$ cat config.mk
export PLATFORM = sky130hd
export DESIGN_NAME = hms_timer
export DESIGN_NICKNAME = d
export VERILOG_FILES = /design/src/rtl/hms_timer.sv
export SDC_FILE = /design/constraint.sdc
export NUM_CORES = 1
export LEC_CHECK = 0
export CAP_MARGIN = 20
export CORE_MARGIN = 5
export CORE_UTILIZATION = 39
export DETAILED_ROUTE_END_ITERATION = 6
export HOLD_SLACK_MARGIN = 0.08
export SLEW_MARGIN = 30
export SYNTH_ARGS = -nofsm -noshare
export SYNTH_HDL_FRONTEND = slang
export SYNTH_SLANG_ARGS = --single-unit
$ cat constraint.sdc
create_clock -name clk -period 4.55 [get_ports clk]
set_clock_uncertainty 0.15 [all_clocks]
set_input_delay 0.455 -clock clk [delete_from_list [all_inputs] [get_ports clk]]
set_output_delay 0.455 -clock clk [all_outputs]
set_load 0.1 [all_outputs]
$ cat src/rtl/hms_timer.sv
// Hours/minutes/seconds timekeeper: one-second prescaler, up/down counting, preset load,
// edge-triggered adjust and a pipelined decimal-packed hhmmss output.
module hms_timer #(
    parameter int unsigned T_HOLD       = 100_000_000,
    parameter int unsigned T_HOLD_WIDTH = $clog2(T_HOLD),
    parameter int unsigned HOURS_MAX    = 24
) (
    input  logic        clk,
    input  logic        rst,
    input  logic        run,
    input  logic        count_down,
    input  logic        adjust_minutes,
    input  logic        adjust_hours,
    input  logic        load,
    input  logic [7:0]  load_h,
    input  logic [7:0]  load_m,
    input  logic [7:0]  load_s,
    output logic [7:0]  hours,
    output logic [7:0]  minutes,
    output logic [7:0]  seconds,
    output logic        tick,
    output logic        expired,
    output logic [23:0] o_number
);

    localparam logic [T_HOLD_WIDTH-1:0] PrescLast  = T_HOLD_WIDTH'(T_HOLD - 1);
    localparam logic [7:0]              HourLast   = 8'(HOURS_MAX - 1);
    localparam logic [7:0]              MinSecLast = 8'd59;

    typedef enum logic [1:0] {StIdle, StCount, StDone} state_e;

    state_e                  state_q, state_d;
    logic [T_HOLD_WIDTH-1:0] presc_q, presc_d;
    logic                    pend_q, pend_d;
    logic                    adj_m_q, adj_h_q;
    logic [7:0]              hours_q, hours_d;
    logic [7:0]              minutes_q, minutes_d;
    logic [7:0]              seconds_q, seconds_d;
    logic                    tick_q, tick_d;
    logic                    expired_q, expired_d;

    logic       rise_m, rise_h;
    logic       presc_wrap, tick_avail, time_zero, hit_done;
    logic [7:0] ld_h, ld_m, ld_s;

    // Display pipeline registers
    logic [13:0] st1_h100_q;
    logic [12:0] st1_m100_q;
    logic [7:0]  st1_s_q;
    logic [19:0] st2_h10000_q;
    logic [12:0] st2_ms_q;
    logic [19:0] st3_sum_q;

    always_comb begin
        rise_m     = adjust_minutes & ~adj_m_q;
        rise_h     = adjust_hours & ~adj_h_q;
        presc_wrap = (presc_q == PrescLast);
        // A pending tick survives only while counting; IDLE and DONE discard it.
        tick_avail = (presc_wrap | pend_q) & (state_q == StCount);
        time_zero  = (hours_q == 8'd0) && (minutes_q == 8'd0) && (seconds_q == 8'd0);

        ld_h = (load_h > HourLast)   ? HourLast   : load_h;
        ld_m = (load_m > MinSecLast) ? MinSecLast : load_m;
        ld_s = (load_s > MinSecLast) ? MinSecLast : load_s;

        state_d   = state_q;
        presc_d   = presc_wrap ? '0 : presc_q + T_HOLD_WIDTH'(1);
        pend_d    = 1'b0;
        hours_d   = hours_q;
        minutes_d = minutes_q;
        seconds_d = seconds_q;
        tick_d    = 1'b0;
        expired_d = 1'b0;
        hit_done  = 1'b0;

        if (load) begin
            hours_d   = ld_h;
            minutes_d = ld_m;
            seconds_d = ld_s;
            presc_d   = '0;
        end else if (rise_m || rise_h) begin
            if (rise_m) begin
                minutes_d = (minutes_q == MinSecLast) ? 8'd0 : minutes_q + 8'd1;
            end
            if (rise_h) begin
                hours_d = (hours_q == HourLast) ? 8'd0 : hours_q + 8'd1;
            end
            pend_d = tick_avail;
        end else if (tick_avail) begin
            if (!count_down) begin
                tick_d = 1'b1;
                if (seconds_q == MinSecLast) begin
                    seconds_d = 8'd0;
                    if (minutes_q == MinSecLast) begin
                        minutes_d = 8'd0;
                        hours_d   = (hours_q == HourLast) ? 8'd0 : hours_q + 8'd1;
                    end else begin
                        minutes_d = minutes_q + 8'd1;
                    end
                end else begin
                    seconds_d = seconds_q + 8'd1;
                end
            end else if (time_zero) begin
                hit_done = 1'b1;
            end else begin
                tick_d = 1'b1;
                if (seconds_q == 8'd0) begin
                    seconds_d = MinSecLast;
                    if (minutes_q == 8'd0) begin
                        minutes_d = MinSecLast;
                        hours_d   = hours_q - 8'd1;
                    end else begin
                        minutes_d = minutes_q - 8'd1;
                    end
                end else begin
                    seconds_d = seconds_q - 8'd1;
                end
                if ((hours_q == 8'd0) && (minutes_q == 8'd0) && (seconds_q == 8'd1)) begin
                    expired_d = 1'b1;
                    hit_done  = 1'b1;
                end
            end
        end

        if (load) begin
            state_d = run ? StCount : StIdle;
        end else begin
            unique case (state_q)
                StIdle: begin
                    if (run) state_d = StCount;
                end
                StCount: begin
                    if (!run) begin
                        state_d = StIdle;
                    end else if (hit_done) begin
                        state_d = StDone;
                    end
                end
                StDone: begin
                    if (!run) state_d = StIdle;
                end
                default: state_d = StIdle;
            endcase
        end
    end

    always_ff @(posedge clk or posedge rst) begin
        if (rst) begin
            state_q   <= StIdle;
            presc_q   <= '0;
            pend_q    <= 1'b0;
            adj_m_q   <= 1'b0;
            adj_h_q   <= 1'b0;
            hours_q   <= 8'd0;
            minutes_q <= 8'd0;
            seconds_q <= 8'd0;
            tick_q    <= 1'b0;
            expired_q <= 1'b0;
        end else begin
            state_q   <= state_d;
            presc_q   <= presc_d;
            pend_q    <= pend_d;
            adj_m_q   <= adjust_minutes;
            adj_h_q   <= adjust_hours;
            hours_q   <= hours_d;
            minutes_q <= minutes_d;
            seconds_q <= seconds_d;
            tick_q    <= tick_d;
            expired_q <= expired_d;
        end
    end

    // Fields never exceed 99 hours / 59 minutes, so the narrowed products cannot overflow.
    always_ff @(posedge clk or posedge rst) begin
        if (rst) begin
            st1_h100_q   <= '0;
            st1_m100_q   <= '0;
            st1_s_q      <= '0;
            st2_h10000_q <= '0;
            st2_ms_q     <= '0;
            st3_sum_q    <= '0;
        end else begin
            st1_h100_q   <= 14'(hours_q) * 14'd100;
            st1_m100_q   <= 13'(minutes_q) * 13'd100;
            st1_s_q      <= seconds_q;
            st2_h10000_q <= 20'(st1_h100_q) * 20'd100;
            st2_ms_q     <= st1_m100_q + 13'(st1_s_q);
            st3_sum_q    <= st2_h10000_q + 20'(st2_ms_q);
        end
    end

    assign hours    = hours_q;
    assign minutes  = minutes_q;
    assign seconds  = seconds_q;
    assign tick     = tick_q;
    assign expired  = expired_q;
    assign o_number = {4'b0000, st3_sum_q};

endmodule

==> results of run 1 <==
[per-stage QoR]
stage          power, uW  util (%)  setup slack, ns
2_1_floorplan       5940         -            0.249
3_3_place_gp        6940      44.7             1.07
3_5_place_dp        6970      44.7            0.992
4_1_cts             8580      47.5            0.978
5_1_grt             9250      47.5            0.619
6_report            8500      47.5            0.930
[worst paths after layout]
check / startpoint / endpoint / slack, ns / cells after the start
hold / removal: st2_ms_q[3]$_DFF_PP0_ / st3_sum_q[3]$_DFF_PP0_ / 0.20 / 0
setup reg to reg: st1_h100_q[6]$_DFF_PP0_ / st2_h10000_q[19]$_DFF_PP0_ / 0.93 / 12
setup / recovery: st1_h100_q[6]$_DFF_PP0_ / st2_h10000_q[19]$_DFF_PP0_ / 0.93 / 12
max in group asynchronous: rst / presc_q[14]$_DFF_PP0_ / 3.02 / 3
min in group asynchronous: rst / st2_ms_q[2]$_DFF_PP0_ / 0.35 / 2
hold reg to reg: st2_ms_q[3]$_DFF_PP0_ / st3_sum_q[3]$_DFF_PP0_ / 0.20 / 0
[synthesized netlist by cell type (3+ instances only)]
cell type,count
or3_1,4
a21boi_0,3
o21ai_0,42
buf_4,4
o32ai_1,3
nand3_1,31
or2_2,3
a211oi_1,5
nor2b_1,14
clkbuf_1,7
nor2_1,67
nand2_1,50
nor3_1,19
o22ai_1,6
ha_1,133
mux2_2,3
xor2_1,33
a31oi_1,10
o211ai_1,5
o21bai_1,4
o41ai_1,3
a21o_1,9
and2_1,3
a2111oi_0,5
nand2b_1,4
xnor2_1,48
buf_2,8
fa_1,15
and3_1,16
and4_1,7
nand4_1,11
a21oi_1,38
o21a_1,9
nor3b_1,5
o31ai_1,9
nor4_1,6
dfrtp_1,138
inv_1,73
[layer usage]
metal	wire length, um	global-route usage, %	vias to the layer above
met3	656	3.52	23
met5	13	0	-
met4	295	4.92	2
met1	9200	19.5	3139
met2	9730	26.3	80
li1	-	-	3330
[cell type report]
type                            count  area share [%]
Clock buffer                       17            3.93
Clock inverter                     15            1.98
Inverter                           73            2.58
Multi-Input combinational cell    666            48.7
Sequential cell                   138            31.9
Tap cell                          313            3.62
Timing Repair Buffer               82            7.30
[critical path: stages (launching register included)]
cell and delay (ns):
dfrtp_1 0.41, ha_1 0.31, ha_1 0.28, inv_1 0.05, fa_1 0.50, inv_1 0.04
ha_1 0.34, nor3_1 0.21, nor2_1 0.08, a2111oi_0 0.70, o31ai_1 0.15, a21oi_1 0.20
xnor2_1 0.13
[state kept, by name, indices dropped and copies added, names as in the netlist]
signal,count
adj_m_q,1
st1_m100_q,11
tick,1
st1_h100_q,12
st2_ms_q,13
expired,1
st1_s_q,8
presc_q,27
pend_q,1
state_q,2
hours,8
st2_h10000_q,16
st3_sum_q,20
seconds,8
minutes,8
adj_h_q,1
[cell families after synthesis]
| group | count (synthesis) |
|---|---|
| buffers and inverters | 93 |
| AO/OA/AOI/OAI | 183 |
| AND/OR/NAND/NOR | 246 |
| adder cells (fa/ha/maj) | 148 |
| other | 1 |
| flip-flops | 138 |
| XOR/XNOR | 81 |
| multiplexers | 4 |
[power breakdown]
group	total, uW	switching [uW]	internal, uW
Combinational	5050	3090	1960
Sequential	1920	276	1650
Clock	1530	596	930
[placed cells by master, fill, tap and decap left out, drive strengths merged, types with 9 or more instances in the layout]
cell,netlist,final
fa,15,15
inv,73,78
o31ai,10,10
xnor2,48,48
and3,16,16
xor2,33,33
a21oi,38,38
clkdlybuf4s50,0,73
nand4,11,11
ha,133,133
nor2b,14,14
clkbuf,7,17
nor2,67,67
dfrtp,138,138
o21a,9,9
nand3,32,32
nand2,50,50
buf,13,9
o21ai,45,45
a21o,9,9
a31oi,10,10
nor3,20,20
==> qor.yml, run 1 <==
outcome:
  status: "completed"
synth:
  synth.largest_area_cell: "dfrtp_1"
  synthFlopType: "dfrtp_1"
  synthMuxAreaShare_pct: 0.482
  ys_ff_latch: 138
  synth-xor-area-share_pct: 7.82
  synthAdderAreaFrac_pct: 21.6
  yosys.area_share.simple_pct: 13.8
  synth_edf_count: 0
  ys_types: 71
  ys_warn_count: 0
  syn_inst: 894
  synth-async-reset-ratio_pct: 100
  yosysSeqAreaShare_pct: 38.0
  avgSynthCellArea_um2: 10.2
  synth_area_leaders: "dfrtp_1 38%, ha_1 18%, xnor2_1 4.6%"
  synth_top_area_share_pct: 38.0
  synth_top_family_by_area: "adder cells"
  netlist_area_um2: 9080
  synth_compound_area_share_pct: 14.1
clock_tree:
  cts_hold_buf: 0
  post_cts_resized: 0
  cts_buffer_depth: 2
  post-cts-setup-buffers: 0
  clk_pin_slew_worst_paths_ns: 0.07
  cts_tree: "yes"
  cts_made_buffers: 17
  cts.htree.levels: 4
  cts_root_buffer: "clkbuf_16"
  numClockSinks: 138
  clk_latency_ns: 0.44
floorplan:
  die_area_um2: 26400
  start_util_pct: 39.9
  die_w_um: 163
  core-area_um2: 22800
  top_level_ports: 81
  rows: 55
  die_h_um: 163
setup_path:
  crit_type: "reg -> reg"
  cp_max_fo: 4
  endpoint_kind: "flip-flop"
  crit_arrival_ns: 3.83
  startpoint_type: "flip-flop"
  worst_ep_required_time_ns: 4.76
cells_and_area:
  final-seq-area_um2: 3450
  multi_input_area_um2: 5270
  drive_gt1_share_pct: 6.16
  syn_to_final_growth_pct: 19.3
  instances_no_fill: 1304
  fin_nets: 1157
  fin_area_um2: 10800
  fillers: 2094
  diodes: 0
detailed_routing:
  routed_wl_um: 19900
  firstDrtPassIters: 4
  drc: 0
  drtAntennaViolNets: 0
  first_iter_violations: 301
  vias: 6574
  wire_per_inst_um: 15.3
  viasPerCell: 5.04
power_and_ir_drop:
  irDropWorstVdd_uv: 379
  cellLeakagePower_uw: 0.00494
  powerDensity_nw_per_um2: 785
place:
  dp.cells: 1272
  place_area_um2: 10200
  gp_congestion: 0.858
  hpwl_um: 14900
  numPortBuffers: 76
sta:
  rsz0062_at_grt: "false"
  fin_crit_ns: 3.62
  fmax_mhz: 276
  final.period_utilization_pct: 79.6
  setup_viol: 0
  tightest_slew_ns: 1.01
  setup_tns_ns: 0
  drv_slew: 0
  slew_headroom_pct: 32.7
  finalHoldViolations: 0
  hold-worst-slack_ns: 0.199
global_route:
  grt_pass1_vias: 6664
  grt_first_pass_wirelength_um: 33000
  grt.overflow.total: 0
  grtUsageTotal_pct: 15.4
  antenna_found_initial: 1
  grt_max_degree: 81
worst_hold_path:
  hp-class: "reg -> reg"
run:
  cap_violations: 0
Power figures use the tool's default switching activity.
==> inputs of run 2 (changes only) <==
==> constraint.sdc (replaced) <==
create_clock -name clk -period 3.45 [get_ports clk]
set_clock_uncertainty 0.15 [all_clocks]
set_input_delay 0.345 -clock clk [delete_from_list [all_inputs] [get_ports clk]]
set_output_delay 0.345 -clock clk [all_outputs]
set_load 0.1 [all_outputs]
==> run 2 against run 1 <==
Critical path depth decreased by 1; global-route usage is essentially flat; combinational power rose by 40%; routed wire length shrank 0.79%; sequential share of layout area shrank 0.14 points; via count is 1.3% higher; register-to-register slack got worse by 0.72 ns; cell area increased by 0.74%; first-iteration DRC count increased by 10%; worst hold slack got worse by 0.0019 ns.
==> qor.yml, run 2 (synthesized netlist as in run 1, its figures left out) <==
cells_and_area:
  fillers: 2100  # was 2094
  diodes: 0  # unchanged
  multi_input_area_um2: 5280  # was 5270 um^2
  layout_commonest_cell: "ha_1"  # was dfrtp_1
  mostFrequentLayoutCells: "132 x ha_1, 130 x dfrtp_1, 72 x inv_1, 67 x nor2_1, 63 x clkdlybuf4s50_1"  # was 138 x dfrtp_1, 133 x ha_1, 73 x clkdlybuf4s50_1, 72 x inv_1, 67 x nor2_1
  largest_reg_flops: 27  # unchanged
  largest-register: "presc_q"  # unchanged
  fin_nets: 1171  # was 1157
  fin_util_pct: 47.9  # was 47.5%
  top_regs: "presc_q x27, st3_sum_q x20, st2_h10000_q x16"  # unchanged
  drive_gt1_share_pct: 9.65  # was 6.16%
  fin_area_um2: 10900  # was 10800 um^2
  syn_to_final_growth_pct: 20.1  # was 19.3%
  final-seq-area_um2: 3460  # was 3450 um^2
  instances_no_fill: 1318  # was 1304
sta:
  fin_crit_ns: 3.24  # was 3.62 ns
  setup_viol: 0  # unchanged
  final.period_utilization_pct: 93.8  # was 79.6%
  worst_slack_ns: 0.212  # was 0.930 ns
  fmax_mhz: 309  # was 276 MHz
  slew_headroom_pct: 33.0  # was 32.7%
  drv_slew: 0  # unchanged
  tightest_slew_ns: 1.00  # was 1.01 ns
  finalHoldViolations: 0  # unchanged
clock_tree:
  numClockSinks: 138  # unchanged
  cts_root_buffer: "clkbuf_16"  # unchanged
  cts.htree.levels: 4  # unchanged
  cts_made_buffers: 17  # unchanged
  cts_buffer_depth: 2  # unchanged
  cts_tree: "yes"  # unchanged
  clk_pin_slew_worst_paths_ns: 0.07  # about the same
  clk_latency_ns: 0.43  # was 0.44 ns
  cts_hold_buf: 0  # unchanged
floorplan:
  die_h_um: 163  # unchanged
  die_w_um: 163  # unchanged
  top_level_ports: 81  # unchanged
  core-area_um2: 22800  # unchanged
  start_util_pct: 39.9  # unchanged
  die_area_um2: 26400  # unchanged
  rows: 55  # unchanged
setup_path:
  timing.rr.end: "st2_h10000_q[18]$_DFF_PP0_"  # was st2_h10000_q[19]$_DFF_PP0_
  critPathLaunch: "st1_h100_q[4]$_DFF_PP0_"  # was st1_h100_q[6]$_DFF_PP0_
  crit_arrival_ns: 3.44  # was 3.83 ns
  r2r_slack_ns: 0.21  # was 0.93 ns
  reg2reg_depth: 11  # was 12
  worst_ep_required_time_ns: 3.65  # was 4.76 ns
  r2r-start: "st1_h100_q[4]$_DFF_PP0_"  # was st1_h100_q[6]$_DFF_PP0_
  endpoint: "st2_h10000_q[18]$_DFF_PP0_"  # was st2_h10000_q[19]$_DFF_PP0_
  cp_max_fo: 3  # was 4
  startpoint_type: "flip-flop"  # unchanged
  crit_type: "reg -> reg"  # unchanged
  endpoint_kind: "flip-flop"  # unchanged
detailed_routing:
  drtAntennaViolNets: 0  # unchanged
  wl_met3_um: 695  # was 656 um
  viasPerCell: 5.05  # was 5.04
  vias: 6657  # was 6574
  firstDrtPassIters: 4  # unchanged
  first_iter_violations: 332  # was 301
  routed_wl_um: 19700  # was 19900 um
  wl_met2_um: 9420  # was 9730 um
  drc: 0  # unchanged
  wire_per_inst_um: 15.0  # was 15.3 um
  wl_met1_um: 9300  # was 9200 um
  dr.max_layer_used: "met4"  # was met5
global_route:
  grt_pass1_vias: 6665  # was 6664
  grtUsageTotal_pct: 15.5  # was 15.4%
  grt_max_degree: 139  # was 81
  antenna_found_initial: 0  # was 1
  grt_first_pass_wirelength_um: 33300  # was 33000 um
  grt.overflow.total: 0  # unchanged
place:
  place_ws_ns: -0.0113  # was 0.992 ns
  dp.cells: 1283  # was 1272
  numPortBuffers: 76  # unchanged
  gp_congestion: 0.867  # was 0.858
  place_area_um2: 10300  # was 10200 um^2
  hpwl_um: 14900  # about the same
outcome:
  status: "completed"  # unchanged
worst_hold_path:
  min_path_cells: 0  # unchanged
  hp-class: "reg -> reg"  # unchanged
power_and_ir_drop:
  irDropWorstVdd_uv: 541  # was 379 uV
  cellLeakagePower_uw: 0.00500  # was 0.00494 uW
  powerDensity_nw_per_um2: 1050  # was 785 nW/um^2
  totalPowerFinal_uw: 11400  # was 8500 uW
run:
  cap_violations: 0  # unchanged
==> run 2: cell types whose count changed in the layout (fill, tap and decap cells not counted), sizes merged <==
cell           previous run  this run
clkinvlp                  3         2
buf                       9        33
clkdlybuf4s50            73        63
clkinv                    3         0
bufinv                    4         1
inv                      78        85
==> run 2: how the worst min path moves through the flow <==
stage,to,start,slack [ns]
detailed placement,st3_sum_q[3]$_DFF_PP0_,st2_ms_q[3]$_DFF_PP0_,0.18
global route,st3_sum_q[3]$_DFF_PP0_,st2_ms_q[3]$_DFF_PP0_,0.22
CTS,st3_sum_q[3]$_DFF_PP0_,st2_ms_q[3]$_DFF_PP0_,0.20
finish,st3_sum_q[3]$_DFF_PP0_,st2_ms_q[3]$_DFF_PP0_,0.20
floorplan,st2_ms_q[0]$_DFF_PP0_,st1_s_q[0]$_DFF_PP0_,0.18
global placement,st3_sum_q[0]$_DFF_PP0_,st2_ms_q[0]$_DFF_PP0_,0.18
==> run 2: per-layer routing <==
metal	vias to the layer above	global-route usage [%]
li1	3361	-
met1	3174	20.4
met2	101	25.9
met3	21	3.19
met4	0	4.38
met5	-	0
==> run 2: through the flow <==
stage                     setup TNS, ns  hold WS [ns]
after floorplan                       0         0.181
after global placement                0         0.182
after detailed placement        -0.0113         0.185
after CTS                             0         0.199
after global routing           -0.00653         0.219
final                                 0         0.197
==> run 2: layout make-up <==
type / instances / share of cell area, %
Multi-Input combinational cell: 666 / 48.4
Clock inverter: 15 / 1.50
Timing Repair Buffer: 96 / 8.28
Inverter: 73 / 2.55
Tap cell: 313 / 3.59
Clock buffer: 17 / 3.90
Sequential cell: 138 / 31.8
==> run 2: critical path, stage by stage, from the launching register on <==
cell and delay, ns:
dfrtp_1 0.41, ha_1 0.31, ha_1 0.32, fa_1 0.48, ha_1 0.32, buf_4 0.15
a21oi_1 0.11, nor2b_1 0.07, nor3_1 0.20, o21ai_0 0.16, a2111o_1 0.38, o211ai_1 0.09
==> run 2: repair_timing <==
item / 4_1_cts / 5_1_grt
buffers inserted: 0 / 3
setup endpoints to repair: 1 / 1
pin swaps: 1 / 2
resized for setup: 3 / 5
==> run 2: power breakdown <==
group / internal [uW] / total, uW / switching [uW]
clock network: 1030 / 1840 / 811
logic: 2860 / 7060 / 4200
registers: 2180 / 2510 / 334
total: 6070 / 11400 / 5340
